==> src/rtl/uart_rx_sequencer.sv <==
// UART receiver: two-flop line synchronizer, mid-bit sampling frame FSM and a 4-deep byte FIFO.
// States: IDLE wait for falling edge | START verify start bit | DATA shift 8 bits | PARITY check | STOP check | BREAK wait for line high
module uart_rx_sequencer #(
    parameter int CLKS_PER_BIT = 5208,
    parameter bit PARITY_EN    = 1'b0,
    parameter bit PARITY_ODD   = 1'b0
) (
    input  logic       clk,
    input  logic       reset,
    input  logic       Rx,
    output logic [7:0] rx_data,
    output logic       rx_valid,
    input  logic       rx_ready,
    output logic       frame_err,
    output logic       parity_err,
    output logic       overrun,
    output logic       busy
);

    localparam logic [15:0] BIT_LEN = 16'(CLKS_PER_BIT);
    localparam logic [15:0] HALF    = 16'(CLKS_PER_BIT / 2);

    typedef enum logic [2:0] {IDLE, START, DATA, PARITY, STOP, BREAK} state_t;

    state_t      state, state_next;
    logic        sync1, rxs, rxs_prev;
    logic [15:0] cnt, cnt_next;
    logic [2:0]  bit_idx, idx_next;
    logic [7:0]  shift, shift_next;
    logic        par_bad, par_bad_next;
    logic        tick, push, frame_hit, parity_hit;

    logic [7:0]  mem [4];
    logic [1:0]  wr_ptr, rd_ptr, rd_next;
    logic [2:0]  count, count_next, kept;
    logic        pop, full, accept, ov_hit;
    logic [7:0]  head_next;

    // The counter reloads to N and samples when it reaches 1, so N cycles separate samples.
    assign tick = (cnt == 16'd1);
    assign busy = (state != IDLE);

    always_ff @(posedge clk or posedge reset) begin
        if (reset) begin
            sync1      <= 1'b1;
            rxs        <= 1'b1;
            rxs_prev   <= 1'b1;
            state      <= IDLE;
            cnt        <= '0;
            bit_idx    <= '0;
            shift      <= '0;
            par_bad    <= 1'b0;
            frame_err  <= 1'b0;
            parity_err <= 1'b0;
            overrun    <= 1'b0;
        end else begin
            sync1      <= Rx;
            rxs        <= sync1;
            rxs_prev   <= rxs;
            state      <= state_next;
            cnt        <= cnt_next;
            bit_idx    <= idx_next;
            shift      <= shift_next;
            par_bad    <= par_bad_next;
            frame_err  <= frame_hit;
            parity_err <= parity_hit;
            overrun    <= ov_hit;
        end
    end

    always_comb begin
        state_next   = state;
        cnt_next     = cnt;
        idx_next     = bit_idx;
        shift_next   = shift;
        par_bad_next = par_bad;
        push         = 1'b0;
        frame_hit    = 1'b0;
        parity_hit   = 1'b0;
        case (state)
            IDLE: begin
                if (rxs_prev && !rxs) begin
                    state_next   = START;
                    cnt_next     = HALF;
                    par_bad_next = 1'b0;
                end
            end
            START: begin
                if (!tick) begin
                    cnt_next = cnt - 16'd1;
                end else if (!rxs) begin
                    state_next = DATA;
                    cnt_next   = BIT_LEN;
                    idx_next   = 3'd0;
                end else begin
                    state_next = IDLE;
                end
            end
            DATA: begin
                if (!tick) begin
                    cnt_next = cnt - 16'd1;
                end else begin
                    shift_next = {rxs, shift[7:1]};
                    cnt_next   = BIT_LEN;
                    if (bit_idx == 3'd7) begin
                        state_next = PARITY_EN ? PARITY : STOP;
                    end else begin
                        idx_next = bit_idx + 3'd1;
                    end
                end
            end
            PARITY: begin
                if (!tick) begin
                    cnt_next = cnt - 16'd1;
                end else begin
                    par_bad_next = ((^shift) ^ rxs) != PARITY_ODD;
                    state_next   = STOP;
                    cnt_next     = BIT_LEN;
                end
            end
            STOP: begin
                if (!tick) begin
                    cnt_next = cnt - 16'd1;
                end else if (!rxs) begin
                    frame_hit  = 1'b1;
                    state_next = BREAK;
                end else begin
                    parity_hit = par_bad;
                    push       = !par_bad;
                    state_next = IDLE;
                end
            end
            BREAK: begin
                if (rxs) begin
                    state_next = IDLE;
                end
            end
            default: state_next = IDLE;
        endcase
    end

    assign rx_valid  = (count != 3'd0);
    assign pop       = rx_valid && rx_ready;
    assign full      = (count == 3'd4);
    assign accept    = push && (!full || pop);
    assign ov_hit    = push && full && !pop;
    assign rd_next   = pop ? rd_ptr + 2'd1 : rd_ptr;
    assign kept      = count - {2'b00, pop};
    assign count_next = kept + {2'b00, accept};
    // A byte written into an otherwise empty FIFO becomes the head directly.
    assign head_next = (accept && kept == 3'd0) ? shift : mem[rd_next];

    always_ff @(posedge clk) begin
        if (accept) begin
            mem[wr_ptr] <= shift;
        end
    end

    always_ff @(posedge clk or posedge reset) begin
        if (reset) begin
            wr_ptr  <= '0;
            rd_ptr  <= '0;
            count   <= '0;
            rx_data <= '0;
        end else begin
            if (accept) begin
                wr_ptr <= wr_ptr + 2'd1;
            end
            rd_ptr <= rd_next;
            count  <= count_next;
            if (count_next != 3'd0) begin
                rx_data <= head_next;
            end
        end
    end

endmodule
==> config.mk <==
export PLATFORM = sky130hd
export DESIGN_NAME = uart_rx_sequencer
export DESIGN_NICKNAME = d
export VERILOG_FILES = /design/src/rtl/uart_rx_sequencer.sv
export SDC_FILE = /design/constraint.sdc
export NUM_CORES = 1
export LEC_CHECK = 0
export CAP_MARGIN = 5
export CORE_AREA = 2 2 114 116
export CTS_CLUSTER_SIZE = 14
export DETAILED_ROUTE_END_ITERATION = 8
export DIE_AREA = 0 0 116 118
export SLEW_MARGIN = 5
export SYNTH_ARGS = -nofsm -noshare
export SYNTH_HDL_FRONTEND = slang
export SYNTH_SLANG_ARGS = --single-unit
==> constraint.sdc <==
create_clock -name clk -period 3.55 [get_ports clk]
set_clock_uncertainty 0.15 [all_clocks]
set_input_delay 0.8875 -clock clk [delete_from_list [all_inputs] [get_ports clk]]
set_output_delay 0.8875 -clock clk [all_outputs]
set_load 0.005 [all_outputs]
==> flow_summary.toml, run 1 <==
[synthesis]
netlist_area_mm2 = 0.004360
syn_nets = 419
ys_warn_count = 0
synth_area_per_cell_um2 = 10.82
netlist_instances = 403
synth_cell_types = 57
synth_ff_type = "dfrtp_1"
yosysSeqAreaShare = 0.5197
ys_ff_latch = 84
synth-edff-count = 32
synthArstFlopShare = 0.6190

[clocking]
cts_tree = "done"
htree_levels = 3
cts.clk_slew.worst_paths_ns = 0.07
post_cts_buffers = 0
cts_sinks = 84
cts_inserted_buffers = 9
postCtsResizedCells = 0
cts-root-buf = "clkbuf_16"
ctsHoldBuffers = 0
clock_path_buffers = 2
clk_latency_ns = 0.34

[timing]
setup_violations = 0
hold_viol = 0
tns_ns = 0
worst_slack_ns = 0.3299
worst_pin_slew_ns = 0.9360
holdWs_ns = 0.2069
min_period_ns = 3.220
maxSlewViolCount = 0
rsz0062_at_grt = "false"
period_share = 0.9071
timing.fmax_ghz = 0.3106
slew_headroom = 0.3737

[pwr]
ir_drop_mv = 0.2848
finalPower_w = 0.003198
p_leak_nw = 1.989
p_per_area_mw_per_mm2 = 631.8

[worst_setup_path]
crit_chain = "nor2_1 -> nand2_1 -> clkdlybuf4s50_1"
crit_buf_inv = 1
required_ns = 2.51
slowest_delay_ns = 0.53
end_kind = "output pin"
cp_top_family = "simple AND/OR/NAND/NOR gates"
path_max_fanout = 14
crit_arrival_ns = 2.18
crit_type = "flip-flop to output pin"
crit_path_top_delay_cell = "dfrtp_1"
critPathLaunchType = "flip-flop"

[detailed_routing]
ant_nets = 0
drt-initial-drc-count = 134
vias_per_cell = 5.253
firstDrtPassIters = 4
drcViolationCount = 0
wirelength_um = 9162
wire_per_inst_um = 15.24
vias = 3157

[final_layout]
layout_commonest_cell = "dfrtp_1"
drive_gt1_frac = 0.1282
syn2layout_area_growth_pct = 16.07
nets = 440
layout_common_cells = "dfrtp_1 (49), nor2_1 (32), edfxtp_1 (32)"
fin_cells = 601
num_antenna_cells = 0

[placed_design]
dpl.cell_count = 585
place_congestion = 0.8100
place_hpwl_um = 6385
port_buffers = 16
place_ws_ns = -0.02804

[global_route]
grt_overflow = 0
grt_pass1_wl_um = 15650
grt_use_total = 0.1460
grt_antenna_before_repair = 0
grt_max_degree = 35
grt_pass1_vias = 3093

[floorplan]
boundaryPins = 17
core_area_mm2 = 0.01241
dieArea_mm2 = 0.01369
die_h_um = 118
start_util = 0.3512
num_rows = 41
die_width_um = 116

[job]
max_cap_violations = 0

[hold_path]
holdCritPathClass = "flip-flop to flip-flop"

[status]
outcome = "completed"
==> flip-flops by register name, indices dropped and copies added (netlist names), 2 cells and up <==
register,count
wr_ptr,2
rx_data,8
cnt,16
count,3
shift,8
rd_ptr,2
mem,32
state,3
bit_idx,3
==> report_power, final <==
group          leakage, nW  switching [W]  internal, W
Clock                0.148       0.000424     0.000497
Combinational        0.891       0.000471     0.000432
Sequential           0.951       0.000223      0.00115
==> per-layer routing <==
metal  up-vias  track usage  wire, um
met2        40       0.2412      4637
li1       1551            -         -
met5         -            0         0
met1      1552       0.1887      4126
met3        14      0.03038       251
met4         0      0.05060       147
==> worst reg2reg max path: stages, from the launching register on <==
cell	delay, ns
dfrtp_1	0.42
nor4_4	0.32
nand4b_1	0.25
nor2_1	0.26
nand3_1	0.15
nor2b_1	0.20
ha_1	0.18
ha_1	0.23
or3_1	0.35
buf_4	0.19
nor2_1	0.11
a21oi_1	0.05
==> final cells by class <==
cell class | count | area, um2
multi-input cells | 287 | 1969
fillers | 1214 | 7353
clock buffers | 9 | 225.2
well taps | 172 | 215.2
flip-flops and latches | 84 | 2266
clock inverters | 7 | 78.83
inverters | 13 | 48.80
repair buffers | 29 | 257.7
==> Yosys cell counts, types with 4 or more instances <==
master / n / area (um2)
and2_1: 5 / 31.28
edfxtp_1: 32 / 960.9
a31oi_1: 19 / 118.9
or3_1: 5 / 31.28
clkbuf_1: 14 / 52.55
nor3_1: 9 / 45.04
a2111oi_0: 7 / 61.31
inv_1: 12 / 45.04
mux2_2: 11 / 123.9
nor3b_1: 16 / 120.1
nor2_1: 32 / 120.1
a21oi_1: 24 / 120.1
buf_2: 4 / 20.02
mux2i_1: 16 / 160.2
dfrtp_1: 49 / 1226
nand2_1: 28 / 105.1
and3_1: 8 / 50.05
o21ai_0: 17 / 85.08
o21a_1: 5 / 37.54
xnor2_1: 12 / 105.1
ha_1: 12 / 150.1
nand3_1: 10 / 50.05
==> metrics by stage <==
step	instance area (um2)	util
2_1_floorplan	4360	-
3_3_place_gp	4757	0.3832
3_5_place_dp	4757	0.3832
4_1_cts	5061	0.4077
5_1_grt	5061	0.4077
6_report	5061	0.4077
==> cells by family (layout without fill, tap and decap cells) <==
family                   after synthesis  after routing  share of synthesized area
AND/OR/NAND/NOR                      135            135                     0.1762
buffers and inverters                 32             58                    0.02869
adder cells (fa/ha/maj)               13             13                    0.03673
multiplexers                          27             27                    0.06514
AO/OA/AOI/OAI                         99             99                     0.1475
XOR/XNOR                              13             13                    0.02611
flip-flops                            84             84                     0.5197
==> path summary, 6_finish.rpt <==
check	end	depth (start not counted)	slack, ns	start
worst max register to register	rx_data[2]$_DFFE_PP0P_	11	0.58	cnt[14]$_DFFE_PP0P_
worst min register to register	rxs$_DFF_PP1_	0	0.21	sync1$_DFF_PP1_
min in group asynchronous	rd_ptr[1]$_DFF_PP0_	2	0.84	reset
max in group asynchronous	cnt[7]$_DFFE_PP0P_	3	1.76	reset
worst min-delay path	rxs$_DFF_PP1_	0	0.21	sync1$_DFF_PP1_
worst max-delay path	busy	3	0.33	state[1]$_DFFE_PP0P_
No activity file was read; power rests on OpenSTA's default activity.
==> run 2: changes to the inputs <==
--- a/config.mk
+++ b/config.mk
@@ -6,10 +6,10 @@
 export NUM_CORES = 1
 export LEC_CHECK = 0
 export CAP_MARGIN = 5
-export CORE_AREA = 2 2 114 116
+export CORE_AREA = 2 2 97 136
 export CTS_CLUSTER_SIZE = 14
 export DETAILED_ROUTE_END_ITERATION = 8
-export DIE_AREA = 0 0 116 118
+export DIE_AREA = 0 0 99 138
 export SLEW_MARGIN = 5
 export SYNTH_ARGS = -nofsm -noshare
 export SYNTH_HDL_FRONTEND = slang
==> run 2 against run 1 <==
  * Cell count down 3.2%
  * Fmax down 1.0%
  * Worst setup slack worse by 0.032 ns
  * Global-route usage up 0.24 points
  * Register-to-register slack worse by 0.05 ns
  * Via count up 0.79%
  * Clock-buffer cell count up 3
  * Die area down 0.19%
  * Routed wire length up 5.1%
  * Power down 2.0%
  * Critical path depth up 7
  * Sequential share of layout area up 0.50 points
==> flow_summary.toml, run 2 (synthesized netlist as in run 1, its figures left out) <==
[placed_design]
place_hpwl_um = 6799
place_ws_ns = -0.05664
port_buffers = 16
place_congestion = 0.8568

[floorplan]
dieArea_mm2 = 0.01366
die_h_um = 138
num_rows = 49
boundaryPins = 17
die_width_um = 99
core_area_mm2 = 0.01257
start_util = 0.3469

[worst_setup_path]
r2r-start = "cnt[6]$_DFFE_PP0P_"
worst_r2r_path_depth = 11
crit_buf_inv = 2
critPathLaunchType = "input port"
crit_type = "input port to flip-flop"
required_ns = 3.62
crit_arrival_ns = 3.32
end_kind = "flip-flop"
cp_top_family = "simple AND/OR/NAND/NOR gates"
cp_common_cell = "ha_1"
regToRegSetupSlack_ns = 0.53
crit_path_top_delay_cell = "or4b_2"
crit_chain = "clkdlybuf4s50_1 -> or4b_2 -> nor2b_1 -> ha_1 -> ha_1 -> xnor2_1 -> or3_1 -> buf_4 -> nor2_1 -> a21oi_1"
rr_endpoint = "rx_data[1]$_DFFE_PP0P_"
slowest_delay_ns = 0.62
path_max_fanout = 16

[global_route]
grt_overflow = 0
grt_pass1_vias = 3294
grt_pass1_wl_um = 16290
grt_use_total = 0.1484
grt_max_degree = 53
grt_antenna_before_repair = 0

[pwr]
p_per_area_mw_per_mm2 = 626.2
p_int_w = 0.002075
p_leak_nw = 1.970
combPwrFrac = 0.298
seqPwrFrac = 0.430
switching_share = 0.3380
clkPwrFrac = 0.272
ir_drop_mv = 0.3372
switching_power_w = 0.001059
finalPower_w = 0.003134

[detailed_routing]
vias = 3182
ant_nets = 0
vias_per_cell = 5.467
wire_per_inst_um = 16.54
firstDrtPassIters = 4
drcViolationCount = 0
drt-initial-drc-count = 131
wirelength_um = 9626

[hold_path]
hold_end = "rxs$_DFF_PP1_"
holdCritPathClass = "flip-flop to flip-flop"
hold_depth = 0
min-delay-start = "sync1$_DFF_PP1_"

[final_layout]
reg_top3 = "mem: 32 flops, cnt: 16 flops"
drive_gt1_frac = 0.1235
regMostFlops = "mem"
nets = 440
num_antenna_cells = 0
layout_commonest_cell = "dfrtp_1"
num-fill-cells = 1194
layout_common_cells = "dfrtp_1 (49), nor2_1 (32), edfxtp_1 (32)"
largest_reg_flops = 32
syn2layout_area_growth_pct = 14.78

[timing]
tns_ns = 0
maxSlewViolCount = 0
holdWs_ns = 0.2059
rsz0062_at_grt = "false"
period_share = 0.9162
hold_viol = 0
min_period_ns = 3.252
worst_pin_slew_ns = 0.9898
setup_violations = 0
timing.fmax_ghz = 0.3075
worst_slack_ns = 0.2976
slew_headroom = 0.3377

[clocking]
cts_sinks = 84
cts_tree = "done"
clk_latency_ns = 0.34
cts-root-buf = "clkbuf_16"
postCtsResizedCells = 0
cts.clk_slew.worst_paths_ns = 0.06
htree_levels = 3
post_cts_buffers = 0
ctsHoldBuffers = 0
cts_inserted_buffers = 9
clock_path_buffers = 2

[job]
max_cap_violations = 0

[status]
outcome = "completed"
[run 2: changes by cell type in the layout (fill, tap and decap cells not counted), moves of 2 or more]
| cell | change |
|---|---|
| clkbuf_1 | +2 |
| clkinv_2 | +2 |
| clkinv_4 | -3 |
| clkinv_8 | -2 |
| clkinvlp_4 | +2 |
[run 2: cell type report]
cell class / count / area, um2 / area share
Clock buffer: 12 / 246.5 / 0.04925
Clock inverter: 4 / 25.02 / 0.005000
Inverter: 13 / 48.80 / 0.009750
Multi-Input combinational cell: 287 / 1969 / 0.3935
Sequential cell: 84 / 2266 / 0.4527
Tap cell: 153 / 191.4 / 0.03825
Timing Repair Buffer: 29 / 257.7 / 0.05150
[run 2: routing by layer]
layer / track usage / routed length (um) / vias up
li1: - / - / 1538
met1: 0.1683 / 3943 / 1581
met2: 0.2671 / 5216 / 42
met3: 0.03084 / 260 / 21
met4: 0.06056 / 206 / 0
met5: 0 / 0 / -
[run 2: power by group through the flow]
stage	Combinational [W]	Clock, W	Sequential (W)
5_1_grt	0.00106	0.000923	0.00137
3_3_place_gp	0.000902	0	0.00136
2_1_floorplan	0.000701	0	0.00129
6_report	0.000933	0.000852	0.00135
4_1_cts	0.000944	0.000879	0.00135
3_5_place_dp	0.000939	0	0.00137
[run 2: how the worst max path moves through the flow]
stage              from                endpoint  depth (start not counted)
6_report       rx_ready  rx_data[1]$_DFFE_PP0P_                         10
5_1_grt        rx_ready  rx_data[3]$_DFFE_PP0P_                         10
4_1_cts        rx_ready  rx_data[1]$_DFFE_PP0P_                         10
3_5_place_dp   rx_ready  rx_data[2]$_DFFE_PP0P_                         10
3_3_place_gp   rx_ready  rx_data[1]$_DFFE_PP0P_                          9
2_1_floorplan  rx_ready  rx_data[1]$_DFFE_PP0P_                         10
[run 2: metrics by stage]
step,cell area (um2),utilization,std cells
floorplan,4360,-,403
global route,5005,0.3982,582
detailed placement,4733,0.3766,566
finish,5005,0.3982,582
global placement,4733,0.3766,566
CTS,5005,0.3982,582
==> run 3: changes to the inputs <==
--- a/config.mk
+++ b/config.mk
@@ -6,10 +6,10 @@
 export NUM_CORES = 1
 export LEC_CHECK = 0
 export CAP_MARGIN = 5
-export CORE_AREA = 2 2 97 136
+export CORE_AREA = 4 4 99 138
 export CTS_CLUSTER_SIZE = 14
 export DETAILED_ROUTE_END_ITERATION = 8
-export DIE_AREA = 0 0 99 138
+export DIE_AREA = 0 0 103 142
 export SLEW_MARGIN = 5
 export SYNTH_ARGS = -nofsm -noshare
 export SYNTH_HDL_FRONTEND = slang
==> run 3 against run 2 <==
  * First-iteration DRC count decreased by 32%
  * Fmax about the same
  * Register-to-register slack got worse by 0.11 ns
  * Clock-buffer cell count decreased by 3
  * Largest cell class unchanged
  * Via count decreased by 0.47%
  * Worst setup slack about the same
  * Clock power increased by 12%
  * Flip-flop and latch count unchanged
==> flow_summary.toml, run 3 (synthesized netlist as in run 1, its figures left out) <==
[status]
outcome = "completed"

[clocking]
ctsHoldBuffers = 0
postCtsResizedCells = 0
cts_tree = "done"
cts.clk_slew.worst_paths_ns = 0.07
clk_latency_ns = 0.34
post_cts_buffers = 0
cts-root-buf = "clkbuf_16"
clock_path_buffers = 2
cts_inserted_buffers = 9
cts_sinks = 84
htree_levels = 3

[placed_design]
dpl.cell_count = 564
place_hpwl_um = 6726
port_buffers = 16
place_congestion = 0.8247
place_area_mm2 = 0.004737

[final_layout]
reg_top3 = "mem: 32 flops, cnt: 16 flops"
regMostFlops = "mem"
nets = 441
postLayoutCellArea_mm2 = 0.005044
num_antenna_cells = 0
layout_commonest_cell = "dfrtp_1"
multi_input_area_mm2 = 0.001969
syn2layout_area_growth_pct = 15.67
num-fill-cells = 1192
fin_cells = 580
largest_reg_flops = 32
ff_latch_area_mm2 = 0.002266
layout_common_cells = "dfrtp_1 (49), nor2_1 (32), edfxtp_1 (32)"
drive_gt1_frac = 0.1302

[global_route]
grt_pass1_vias = 3252
globalRouteMet3Util = 0.02599
grt_use_total = 0.1398
use_met2 = 0.2486
met1_usage = 0.1633
grt_antenna_before_repair = 0
grt_max_degree = 50
grt_pass1_wl_um = 16090
busiest_layer = "met2"
grt_overflow = 0

[timing]
setup_violations = 0
period_share = 0.9161
rsz0062_at_grt = "false"
holdWs_ns = 0.2079
worst_pin_slew_ns = 0.9510
maxSlewViolCount = 0
min_period_ns = 3.252
slew_headroom = 0.3637
hold_viol = 0
timing.fmax_ghz = 0.3075

[pwr]
ir_drop_mv = 0.2487
p_per_area_mw_per_mm2 = 637.4
p_leak_nw = 1.995

[hold_path]
min-delay-start = "sync1$_DFF_PP1_"
hold_depth = 0
hold_end = "rxs$_DFF_PP1_"
holdCritPathClass = "flip-flop to flip-flop"

[detailed_routing]
wirelength_um = 9426
ant_nets = 0
vias_per_cell = 5.460
firstDrtPassIters = 4
drcViolationCount = 0
wire_per_inst_um = 16.25
drt-initial-drc-count = 89
vias = 3167

[worst_setup_path]
crit_chain = "clkdlybuf4s50_1 -> or4b_2 -> nor2b_1 -> ha_1 -> ha_1 -> or3_1 -> buf_4 -> nor2_1 -> a21oi_1"
slowest_delay_ns = 0.63
cp_top_family = "simple AND/OR/NAND/NOR gates"
rr_endpoint = "rx_data[2]$_DFFE_PP0P_"
cp_common_cell = "ha_1"
path_max_fanout = 16
crit_path_top_delay_cell = "or4b_2"
required_ns = 3.62
crit_buf_inv = 2
end_kind = "flip-flop"
critPathLaunchType = "input port"
r2r-start = "cnt[6]$_DFFE_PP0P_"
regToRegSetupSlack_ns = 0.42
crit_type = "input port to flip-flop"
crit_arrival_ns = 3.32
worst_r2r_path_depth = 11

[floorplan]
start_util = 0.3524
dieArea_mm2 = 0.01463
core_area_mm2 = 0.01237
die_width_um = 103
boundaryPins = 17
num_rows = 48
die_h_um = 142

[job]
max_cap_violations = 0
==> run 3: worst max-delay path by stage <==
stage / startpoint / endpoint / slack, ns / cells after the start
detailed placement: rx_ready / rx_data[2]$_DFFE_PP0P_ / -0.04 / 9
floorplan: rx_ready / rx_data[1]$_DFFE_PP0P_ / 0.17 / 10
finish: rx_ready / rx_data[2]$_DFFE_PP0P_ / 0.30 / 9
CTS: rx_ready / rx_data[2]$_DFFE_PP0P_ / 0.31 / 9
global route: cnt[6]$_DFFE_PP0P_ / rx_data[5]$_DFFE_PP0P_ / 0.15 / 11
global placement: rx_ready / rx_data[1]$_DFFE_PP0P_ / 0.009 / 9
==> run 3: per-stage QoR <==
stage | setup TNS (ns) | worst slack, ns | total power (W) | utilization
floorplan | 0 | 0.1732 | 0.001991 | -
global placement | 0 | 0.008748 | 0.002248 | 0.3829
detailed placement | -0.1830 | -0.04023 | 0.002283 | 0.3829
CTS | 0 | 0.3128 | 0.003249 | 0.4077
global route | 0 | 0.1456 | 0.003442 | 0.4077
finish | 0 | 0.2978 | 0.003215 | 0.4077
==> run 3: area by class of cell <==
| cell class | instances | share of cell area |
|---|---|---|
| flip-flops and latches | 84 | 0.4493 |
| well taps | 150 | 0.03721 |
| clock buffers | 9 | 0.04465 |
| repair buffers | 30 | 0.05259 |
| inverters | 13 | 0.009675 |
| multi-input cells | 287 | 0.3905 |
| clock inverters | 7 | 0.01613 |
==> run 3: routing by layer <==
layer | vias up | wire [um]
met1 | 1568 | 3922
met5 | - | 0
met4 | 0 | 197
met3 | 17 | 249
met2 | 43 | 5056
li1 | 1539 | -
==> run 3: power by group <==
group,total (W),internal [W],switching (W)
combinational,0.000924,0.000431,0.000493
clock,0.000954,0.000555,0.000399
sequential,0.00134,0.00115,0.000185
==> run 3: worst register-to-register path: stages (launching register included) <==
cell,delay [ns]
dfrtp_1,0.47
nor4_4,0.38
nand3b_1,0.28
nor2_1,0.25
nand3_1,0.15
nor2b_1,0.20
ha_1,0.17
ha_1,0.23
or3_1,0.35
buf_4,0.20
nor2_1,0.12
a21oi_1,0.05
